## config.mk

```make
export PLATFORM = sky130hd
export DESIGN_NAME = barcode_entry
export DESIGN_NICKNAME = d
export VERILOG_FILES = /design/src/rtl/barcode_entry_pkg.sv /design/src/rtl/barcode_entry_key_debouncer.sv /design/src/rtl/barcode_entry.sv
export SDC_FILE = /design/constraint.sdc
export NUM_CORES = 1
export LEC_CHECK = 0
export BUFFER_PORTS_ARGS = -buffer_cell sky130_fd_sc_hd__buf_2
export CAP_MARGIN = 20
export CORE_ASPECT_RATIO = 0.75
export CORE_UTILIZATION = 53
export CTS_BUF_LIST = sky130_fd_sc_hd__clkbuf_8
export DETAILED_ROUTE_END_ITERATION = 8
export PLACE_DENSITY = 0.88
export SKIP_CTS_REPAIR_TIMING = 1
export SKIP_LAST_GASP = 1
export SLEW_MARGIN = 20
export SYNTH_ARGS = -nofsm -noshare
export SYNTH_HDL_FRONTEND = slang
export SYNTH_SLANG_ARGS = --single-unit
```

## constraint.sdc

```tcl
create_clock -name CLOCK_50 -period 1.4 [get_ports CLOCK_50]
set_input_delay 0 -clock CLOCK_50 [delete_from_list [all_inputs] [get_ports CLOCK_50]]
set_output_delay 0 -clock CLOCK_50 [all_outputs]
set_load 0.01 [all_outputs]
```

## src/rtl/barcode_entry_pkg.sv

```systemverilog
// Shared definitions for the barcode entry block.
//   state_t      : entry FSM states (IDLE, ENTRY, HOLD)
//   KEY_*        : bit positions of the pushbuttons inside KEY[3:0]
//   BCD_*        : BCD value produced by each digit key
//   digit_of()   : resolves colliding digit presses, highest key wins
package barcode_entry_pkg;

  typedef enum logic [1:0] {
    ST_IDLE  = 2'd0,
    ST_ENTRY = 2'd1,
    ST_HOLD  = 2'd2
  } state_t;

  localparam int KEY_D1    = 3;
  localparam int KEY_D2    = 2;
  localparam int KEY_D3    = 1;
  localparam int KEY_ENTER = 0;

  localparam logic [3:0] BCD_D1 = 4'd1;
  localparam logic [3:0] BCD_D2 = 4'd2;
  localparam logic [3:0] BCD_D3 = 4'd3;

  // Only called when at least one digit key fired; D3 is the fall-through.
  function automatic logic [3:0] digit_of(input logic d1, input logic d2);
    if (d1)      return BCD_D1;
    else if (d2) return BCD_D2;
    else         return BCD_D3;
  endfunction

endpackage

```

## src/rtl/barcode_entry_key_debouncer.sv

```systemverilog
// Per-key conditioning: two-flop synchronizer, stability counter and
// press detector.
//   clk, rst_n : clock, asynchronous active-low reset
//   key        : raw active-low pushbutton level
//   press      : one-cycle pulse on an accepted high-to-low transition
module key_debouncer #(
  parameter int DEBOUNCE_CYCLES = 5
) (
  input  logic clk,
  input  logic rst_n,
  input  logic key,
  output logic press
);

  localparam int CW = (DEBOUNCE_CYCLES > 1) ? $clog2(DEBOUNCE_CYCLES) : 1;
  localparam logic [CW-1:0] LAST = CW'(DEBOUNCE_CYCLES - 1);

  logic          sync1;
  logic          sync2;
  logic          level;
  logic [CW-1:0] cnt;

  always_ff @(posedge clk or negedge rst_n) begin
    if (!rst_n) begin
      sync1 <= 1'b1;
      sync2 <= 1'b1;
      level <= 1'b1;
      cnt   <= '0;
      press <= 1'b0;
    end else begin
      sync1 <= key;
      sync2 <= sync1;
      press <= 1'b0;
      // Counter tracks how many consecutive samples disagree with the
      // accepted level; any agreeing sample restarts the count.
      if (sync2 == level) begin
        cnt <= '0;
      end else if (cnt == LAST) begin
        level <= sync2;
        cnt   <= '0;
        // Old level high means the new level is low: that is a press.
        press <= level;
      end else begin
        cnt <= cnt + 1'b1;
      end
    end
  end

endmodule

```

## src/rtl/barcode_entry.sv

```systemverilog
// Pushbutton barcode entry: collects NUM_DIGITS BCD digits from three
// digit keys, presents the code with a valid/ready handshake.
//   CLOCK_50   : system clock          RESET_N   : async active-low reset
//   KEY[3:0]   : raw active-low keys   entry_en  : entry mode, low aborts
//   code_ready : downstream accept     code      : captured BCD code
//   code_valid : code awaiting accept  digit_cnt : digits entered
//   entry_err  : one-cycle pulse on rejected enter / overflow digit
module barcode_entry
  import barcode_entry_pkg::*;
#(
  parameter int DEBOUNCE_CYCLES = 5,
  parameter int NUM_DIGITS      = 4
) (
  input  logic                    CLOCK_50,
  input  logic                    RESET_N,
  input  logic [3:0]              KEY,
  input  logic                    entry_en,
  input  logic                    code_ready,
  output logic [4*NUM_DIGITS-1:0] code,
  output logic                    code_valid,
  output logic [2:0]              digit_cnt,
  output logic                    entry_err
);

  localparam int         CODE_W  = 4 * NUM_DIGITS;
  localparam logic [2:0] MAX_CNT = 3'(NUM_DIGITS);

  logic [3:0]        press;
  logic              digit_press;
  logic [3:0]        digit_val;
  state_t            state;
  state_t            state_next;
  logic [CODE_W-1:0] code_next;
  logic [2:0]        cnt_next;
  logic              err_next;

  for (genvar i = 0; i < 4; i++) begin : g_key
    key_debouncer #(
      .DEBOUNCE_CYCLES(DEBOUNCE_CYCLES)
    ) u_deb (
      .clk  (CLOCK_50),
      .rst_n(RESET_N),
      .key  (KEY[i]),
      .press(press[i])
    );
  end

  assign digit_press = press[KEY_D1] | press[KEY_D2] | press[KEY_D3];
  assign digit_val   = digit_of(press[KEY_D1], press[KEY_D2]);

  always_ff @(posedge CLOCK_50 or negedge RESET_N) begin
    if (!RESET_N) begin
      state     <= ST_IDLE;
      code      <= '0;
      digit_cnt <= '0;
      entry_err <= 1'b0;
    end else begin
      state     <= state_next;
      code      <= code_next;
      digit_cnt <= cnt_next;
      entry_err <= err_next;
    end
  end

  always_comb begin
    state_next = state;
    code_next  = code;
    cnt_next   = digit_cnt;
    err_next   = 1'b0;
    if (!entry_en) begin
      state_next = ST_IDLE;
      code_next  = '0;
      cnt_next   = '0;
    end else begin
      case (state)
        ST_IDLE: begin
          state_next = ST_ENTRY;
          code_next  = '0;
          cnt_next   = '0;
        end
        ST_ENTRY: begin
          // Enter outranks any digit pressed in the same cycle.
          if (press[KEY_ENTER]) begin
            if (digit_cnt == MAX_CNT) begin
              state_next = ST_HOLD;
            end else begin
              err_next  = 1'b1;
              code_next = '0;
              cnt_next  = '0;
            end
          end else if (digit_press) begin
            if (digit_cnt < MAX_CNT) begin
              code_next = {code[CODE_W-5:0], digit_val};
              cnt_next  = digit_cnt + 3'd1;
            end else begin
              err_next = 1'b1;
            end
          end
        end
        ST_HOLD: begin
          if (code_ready) begin
            state_next = ST_ENTRY;
            code_next  = '0;
            cnt_next   = '0;
          end
        end
        default: begin
          state_next = ST_IDLE;
          code_next  = '0;
          cnt_next   = '0;
        end
      endcase
    end
  end

  always_comb begin
    code_valid = (state == ST_HOLD);
  end

endmodule

```

### Word-level counts from Yosys, hierarchy flattened

Cells that the tools add are included.

| storage, ports and cells | value |
|---|---|
| bits in registers | 50 |
| word-level logic and storage cells | 103 |
| output and inout bits | 21 |

| operators by class | value |
|---|---|
| add/sub/neg operators | 5 |
| mux-type cells | 43 |
| $lt $le $gt $ge | 1 |
| equal/unequal tests | 17 |
| bitwise operators | 6 |
| reductions and logical operators | 7 |

Operators with widths:

| cell | count |
|---|---|
| $mux 16 | 6 |
| $mux 3 | 14 |
| $pmux 16 s2 | 1 |
| $add 3x1->3 const B | 5 |
| $eq 3x3->1 const B | 5 |
| $mux 1 | 15 |
| $mux 2 | 4 |
| $ne 4x3->1 const B | 2 |
| $reduce_and 2->1 | 4 |
| $ne 3x3->1 const B | 2 |
| $pmux 2 s3 | 1 |
| $pmux 3 s2 | 1 |
| $eq 1x1->1 | 4 |
| $mux 4 | 1 |
| $ne 4x4->1 const B | 1 |
| $not 1->1 | 4 |
| $reduce_and 4->1 | 1 |
| $lt 3x3->1 const B | 1 |
| $ne 3x2->1 const B | 1 |
| $reduce_and 3->1 | 1 |
| $eq 2x1->1 const B | 1 |
| $eq 2x2->1 const B | 1 |
| $logic_not 2->1 | 1 |
| $or 1x1->1 | 2 |

### Logic depth before layout (Yosys ltp)

Gate-level depths: netlist of the first run.

| logic depth | value |
|---|---|
| depth after elaboration | 7 |
| gate-level depth with buffers | 6 |
| mapped depth without buffers | 5 |

### Cells and area by module

A second synthesis of the first run with hierarchy kept.

| second synthesis, totals | value |
|---|---|
| cells, all modules | 174 |
| area, all modules | 2025.7 um^2 |

Modules (own cells, without submodules):

| module | cells an instance | area an instance (um^2) | instances |
|---|---|---|---|
| key_debouncer | 20 | 276.5 | 4 |
| barcode_entry | 94 | 919.6 | 1 |

### Worst setup path after synthesis of the first run

No wires, ideal clock.

| path | value |
|---|---|
| path type | register to register |
| from | reg digit_cnt[0] |
| to | reg code[0] |
| buffers on the path | 1 |
| path slack | -0.117 ns |
| cell stages (with the launch flop) | 7 |
| library setup time | 0.135 ns |
| data required time | 1.265 ns |
| data arrival time | 1.383 ns |
| cells stage by stage | dfrtp_1 > inv_1 > ha_1 > and3_1 > a41oi_1 > buf_2 > o211ai_1 |

| on the way | value |
|---|---|
| cells in the longest elaborated chain, start to end | 3 |
| elaborated cells between the ends (all ways) | 5 |
| those cells by class | order compare (1); eq/ne (3); reduce/logical (1) |

RTL lines:

| item | line | text |
|---|---|---|
| start: declaration | barcode_entry.sv:21 | `output logic [2:0] digit_cnt,` |
| start signal: assignment | barcode_entry.sv:60 | `digit_cnt <= cnt_next;` |
| $lt 3x3->1 / $eq 3x3->1 (equally long branches) | barcode_entry.sv:92, barcode_entry.sv:84 |  |
| $ne 4x3->1 (no source line) / $ne 4x4->1 (equally long branches) | n/a |  |
| $reduce_and 4->1 (no source line) * | n/a |  |
| end signal: assignment | barcode_entry.sv:59 | `code <= code_next;` |
| end: declaration | barcode_entry.sv:19 | `output logic [4*NUM_DIGITS-1:0] code,` |

Mark *: on every way between the ends. The rest lies on a longest branch, timed or not.
A chain may end at the register's enable or synchronous reset.

### Worst setup path after layout of the first run

| path | value |
|---|---|
| from | reg state[1] |
| to | reg code[1] |

| on the way | value |
|---|---|
| cells in the longest elaborated chain, start to end | 3 |
| elaborated cells between the ends (all ways) | 9 |
| those cells by class | eq/ne (6); mux (2); reduce/logical (1) |

RTL lines:

| item | line | text |
|---|---|---|
| start: declaration | barcode_entry.sv:31 | `state_t state;` |
| start signal: assignment | barcode_entry.sv:58 | `state <= state_next;` |
| $eq 2x1->1 / $eq 2x2->1 (equally long branches) | barcode_entry.sv:75 | `case (state)` |
| $ne 4x3->1 (no source line), or another cell as far along | n/a |  |
| $reduce_and 4->1 (no source line) / $mux 16 (equally long branches) | n/a |  |

Parallel ways exist; a longest one is shown, timed or not.

==> summary.txt, run 1 <==
Final layout
  – Ratio of cells with drive above 1 in the final layout: 31.3%
  – Final Core Density: 70.4%
  – Final Instance Area: 2430 um2
  – Final #Nets: approximately 230
  – Fillers: 244
  – Area grow syn2layout: 21.8%
  – Diode count: 0

Logic synthesis
  – Yosys top cell by area: dfrtp_1
  – Yosys warns: 0
  – Unique cell type count in the Yosys netlist: 32
  – Main combinational cell family by area after synthesis: simple AND/OR/NAND/NOR gates
  – Mux share of post-synthesis cell area: 4.27%
  – Synth async-reset ratio: 100%
  – Main synth FF type: dfrtp_1
  – Yosys top cell area share: 37.7%
  – Mapped cell area: 1990 um2
  – Syn Inst Count: between 150 and 200
  – Syn avg cell area: 11.5 um2
  – Sequential cell area fraction in the yosys report: 53.5%
  – Number of synthesized flops with an enable pin: 0
  – Simple-Gate Fraction of Synth Area: 15.4%
  – Number of synthesized register bits: 42
  – Post-synthesis compound-gate area fraction: 9.92%
  – Top cells by area, synth: dfrtp_1 (38%), dfstp_2 (16%), o211ai_1 (7.5%)
  – Post-Synth XOR/XNOR Area: 1.76%
  – Post-Synth Adder-Cell Area: 6.28%

Pwr
  – Internal power: 2.30 mW
  – Switch share: around 27%
  – Clock network power share: about 30%
  – Worst vdd ir: 1.10 mV
  – Reg power frac: 49.9%
  – PD cells: 1300 nW/um2
  – Tot Pwr: 3.16 mW
  – Comb power frac: between 10% and 20%
  – Lkg Pwr: ~1.1 nW
  – Psw: 867 uW

Min path
  – Worst hold path depth: 2
  – WHS Endpoint: state[0]$_DFFE_PN0P_
  – HP Start: entry_en
  – Hold Path Class: in2reg

CTS
  – CTS tree: yes
  – TritonCTS Buffers: 5
  – Clk_lat worst skew: 300 ps
  – Clock Path Buffers: 2
  – Htree depth: 2
  – Sink Count: 42
  – CTS Root Cell: clkbuf_8
  – Worst-path clk slew: 80 ps

Timing
  – Final period utilization: 99.5%
  – Max Clock Freq: 718 MHz
  – RSZ-0062 raised after global routing: yes
  – Fin. Hold Viols: 0
  – Worst setup margin: roughly 7.0 ps
  – Setup violators final: 0
  – Max Slew Vio Count: 0
  – Slew headroom: 66.6%
  – Shortest period the worst path allows: 1390 ps
  – Max Clock Skew: 4.09 ps
  – Slew @ Worst Pin: roughly 500 ps

Critical path
  – CP endpoint kind: flop
  – FF-to-FF Start: state[1]$_DFFE_PN0P_
  – Worst Path Max Fanout: 3
  – Data arrival, critical path: 1610 ps
  – Worst Setup Start Kind: flop
  – R2R Path End: code[1]$_DFFE_PN0P_
  – CP required: 1610 ps
  – Setup CP Type: reg2reg
  – R2R Setup Slk: 7 ps
  – Reg2Reg Depth: 3

Floorplan
  – I/O pins: 29
  – Core ar.: 3450 um2
  – Initial core utilization: 57.8%
  – Die width: 72.8 um
  – Die Footprint: 4010 um2
  – Die Y: about 55 um
  – Rows: 18

Route
  – Drt first pass iters: 4
  – Routed vias/inst: 5.17
  – Routed Antenna Nets: 0
  – DRC viols: 0
  – WL/cell: 12.8 um
  – Vias: approximately 1400
  – DRT Wirelength: between 3 and 4 mm
  – DRT iter0 DRCs: 56

Placement
  – Port bufs: 20
  – Area post-placement: 2200 um2
  – Placer Congestion: roughly 0.76
  – DP Wirelength: 2.23 mm
  – Pre-CTS setup slack: 12.9 ps

Global route
  – Vias in the first global route: 1221
  – Remaining Overflow, GRT: 0
  – GRT Total Usage: 18.9%
  – Antenna violations before repair: 0
  – Largest net degree at the start of global routing: 43
  – First-pass GRT wire length: 5.47 mm

Outcome
  – Status: finished clean

Flow run
  – # Max-Cap Violations: 0
## state kept, by name, summed over array words and instances, names as in the netlist, 2 cells and up
name / count
code: 8
digit_cnt: 3
g_key.u_deb.cnt: 12
g_key.u_deb.level: 4
g_key.u_deb.press: 4
g_key.u_deb.sync1: 4
g_key.u_deb.sync2: 4
state: 2
## cells by family after synthesis
family / count (synthesis)
mux: 8
other cells: 1
buf+inv: 37
fa+ha+maj: 10
compound gates: 26
flops: 42
simple gates: 46
xor+xnor: 4
## synthesized netlist by cell type, drive strengths merged, types with 2 or more instances
library cell  number
nand2b             3
ha                10
nor2b              2
nor3b             10
xnor2              4
mux2i              4
mux2               4
clkbuf             4
nand4b             9
inv               22
nor2               9
and3b              2
nand2              4
buf               11
dfstp             12
dfrtp             30
o211ai            20
## placed cells by master, fill, tap and decap left out, types with 9 or more instances in the layout
cell      count
nor2_1        9
inv_1        20
nor3b_1       9
nand4b_1      9
buf_2        20
buf_4        13
ha_1          9
o211ai_1     20
dfrtp_1      30
dfstp_2      12
## worst max-delay path: stages, from the launching register on
cell,delay [ps]
dfrtp_1,410
and4bb_1,320
or4b_1,460
o211ai_1,120
## worst max-delay path by stage
| stage | start | to | slack (ps) | cells after the start |
|---|---|---|---|---|
| floorplan | digit_cnt[0]$_DFFE_PN0P_ | code[0]$_DFFE_PN0P_ | 20 | 6 |
| global placement | digit_cnt[0]$_DFFE_PN0P_ | code[4]$_DFFE_PN0P_ | 60 | 6 |
| detailed placement | digit_cnt[0]$_DFFE_PN0P_ | digit_cnt[1]$_DFFE_PN0P_ | 10 | 6 |
| finish | state[1]$_DFFE_PN0P_ | code[1]$_DFFE_PN0P_ | 7 | 3 |
| global route | g_key[2].u_deb.press$_DFF_PN0_ | code[5]$_DFFE_PN0P_ | -70 | 4 |
| CTS | digit_cnt[1]$_DFFE_PN0P_ | code[1]$_DFFE_PN0P_ | -20 | 6 |
## stage by stage
step	hold WS (ps)	std cells	TNS (ps)
2_1_floorplan	-296	181	0
3_3_place_gp	83.2	249	0
3_5_place_dp	90.9	249	0
4_1_cts	-240	257	-30.4
5_1_grt	3.43	264	-298
6_report	5.53	264	0
## layer usage
metal,track usage (%),up-vias,routed length (um)
met3,7.07,7,175
met4,6.86,0,44
li1,-,665,-
met1,22.5,654,1530
met5,0,-,0
met2,32.1,40,1630
## cell type report
class / count / area, um2 / area share, %
inverter: 22 / 82.6 / 3.40
timing repair buffer: 40 / 270 / 11.1
clock buffer: 5 / 68.8 / 2.84
tap: 50 / 62.6 / 2.58
sequential: 42 / 1070 / 43.9
clock inverter: 3 / 43.8 / 1.80
multi-input combinational: 102 / 833 / 34.3
## power by group through the flow
| stage | sequential [mW] | clock (mW) | combinational (mW) |
|---|---|---|---|
| 5_1_grt | 1.61 | 1.05 | 0.716 |
| 6_report | 1.58 | 0.972 | 0.613 |
| 2_1_floorplan | 1.57 | 0 | 0.482 |
| 3_5_place_dp | 1.60 | 0 | 0.592 |
| 4_1_cts | 1.58 | 0.998 | 0.602 |
| 3_3_place_gp | 1.59 | 0 | 0.572 |
Note: power is estimated with default switching activity, not from simulation.
==> inputs of run 2 (changes only) <==
--- a/config.mk
+++ b/config.mk
@@ -12,6 +12,7 @@
 export CTS_BUF_LIST = sky130_fd_sc_hd__clkbuf_8
 export DETAILED_ROUTE_END_ITERATION = 8
 export PLACE_DENSITY = 0.88
+export RECOVER_POWER = 25
 export SKIP_CTS_REPAIR_TIMING = 1
 export SKIP_LAST_GASP = 1
 export SLEW_MARGIN = 20
==> summary.txt, run 2 (synthesized netlist as in run 1, its figures left out) <==
Final layout
  – Fillers: 245
  – Area grow syn2layout: 21.7%
  – Top Registers: g_key.u_deb.cnt (12), code (8)
  – Largest Register: g_key.u_deb.cnt
  – Final #Nets: 231
  – Max FFs per register: 12
  – Commonest non-fill, non-tap cells in the layout: dfrtp_1 (30), inv_1 (20), o211ai_1 (20), buf_2 (20)
  – Final Instance Area: between 2000 and 2500 um2
  – Final Core Density: 70.4%
  – Diode count: 0
  – Most common cell after layout, fill and taps aside: dfrtp_1
  – Ratio of cells with drive above 1 in the final layout: 31.3%

Timing
  – Slew @ Worst Pin: 969 ps
  – RSZ-0062 raised after global routing: yes
  – Max Clock Skew: 4.09 ps
  – Fin. Hold Viols: 0
  – Final period utilization: 99.5%
  – Setup violators final: 0
  – Fin Hold WS: 5.53 ps
  – Shortest period the worst path allows: 1390 ps
  – Max Slew Vio Count: 0
  – Slew headroom: 35.4%
  – Max Clock Freq: around 700 MHz

Route
  – Drt first pass iters: 4
  – DRT iter0 DRCs: 55
  – Routed Antenna Nets: 0
  – Routed vias/inst: 5.17
  – Vias: ~1400
  – DRT Wirelength: 3.37 mm
  – DRC viols: 0
  – WL/cell: approximately 13 um

Outcome
  – Status: finished clean

Placement
  – Area post-placement: 2200 um2
  – Placer Congestion: 0.761
  – DP Wirelength: 2.23 mm
  – Port bufs: 20

Floorplan
  – Core ar.: 3450 um2
  – Rows: 18
  – Die width: 72.8 um
  – Initial core utilization: around 58%
  – I/O pins: 29
  – Die Y: 55.1 um
  – Die Footprint: 4010 um2

Critical path
  – CP required: 1610 ps
  – CP Cell Sequence: and4bb_1, or4b_1, o211ai_1
  – Worst Setup Start Kind: flop
  – CP top delay family: simple AND/OR/NAND/NOR gates
  – Data arrival, critical path: 1610 ps
  – Slowest CP cell: or4b_1
  – Crit path largest cell delay: 460 ps
  – CP endpoint kind: flop
  – Worst Path Max Fanout: 3
  – Crit path buf inv count: 0
  – Setup CP Type: reg2reg

Min path
  – Hold Path Class: in2reg

CTS
  – CTS Root Cell: clkbuf_8
  – CTS tree: yes
  – Sink Count: 42
  – TritonCTS Buffers: 5
  – Clk_lat worst skew: 300 ps
  – Worst-path clk slew: 80 ps
  – Clock Path Buffers: 2
  – Htree depth: 2

Global route
  – Vias in the first global route: 1221
  – First-pass GRT wire length: 5.47 mm
  – Antenna violations before repair: 0
  – Largest net degree at the start of global routing: 43
  – GRT Total Usage: 18.9%
  – Remaining Overflow, GRT: 0

Pwr
  – PD cells: 1300 nW/um2
  – Worst vdd ir: 1.10 mV
  – Tot Pwr: approximately 3.2 mW
  – Lkg Pwr: 1.09 nW

Flow run
  – # Max-Cap Violations: 0
## run 2: cell count changes in the layout (fill, tap and decap cells not counted)
cell | before | now
buf_4 | 13 | 12
clkbuf_2 | 0 | 1
## run 2: stage by stage
stage | TNS (ps) | setup WS, ps | cells
floorplan | 0 | 23.9 | 181
global placement | 0 | 55.5 | 249
detailed placement | 0 | 12.9 | 249
CTS | -30.4 | -15.8 | 257
global route | -298 | -66.5 | 264
finish | 0 | 7.04 | 264
## run 2: power by group
part / internal, mW / total, mW / switching (mW)
registers: 1.45 / 1.58 / 0.132
clock network: 0.534 / 0.972 / 0.437
logic: 0.314 / 0.612 / 0.298
total: 2.29 / 3.16 / 0.867
## run 2: per-layer routing
layer	track usage, %	vias to the layer above	part of all wire (%)
met1	22.5	654	45
met3	7.07	7	5.2
met5	0	-	0
li1	-	665	-
met2	32.1	40	48
met4	6.86	0	1.3
## run 2: final cells by class
class | count | area (um2) | area share (%)
Sequential cell | 42 | 1070 | 44.0
Multi-Input combinational cell | 102 | 833 | 34.4
Timing Repair Buffer | 40 | 268 | 11.0
Inverter | 22 | 82.6 | 3.41
Clock buffer | 5 | 68.8 | 2.84
Tap cell | 50 | 62.6 | 2.58
Clock inverter | 3 | 43.8 | 1.81
## run 2: final timing paths
kind,from,end,slack [ps],cells after the start
min in group asynchronous,RESET_N,code[13]$_DFFE_PN0P_,450,3
max in group asynchronous,RESET_N,g_key[1].u_deb.cnt[2]$_DFF_PN0_,340,3
worst min register to register,g_key[0].u_deb.sync1$_DFF_PN1_,g_key[0].u_deb.sync2$_DFF_PN1_,360,0
worst max-delay path,state[1]$_DFFE_PN0P_,code[1]$_DFFE_PN0P_,7,3
worst min-delay path,entry_en,state[0]$_DFFE_PN0P_,6,2
worst max register to register,state[1]$_DFFE_PN0P_,code[1]$_DFFE_PN0P_,7,3
## run 2: worst register-to-register path, cell delays in order (launching register included)
cell and delay [ps]:
dfrtp_1 410, and4bb_1 320, or4b_1 460, o211ai_1 120
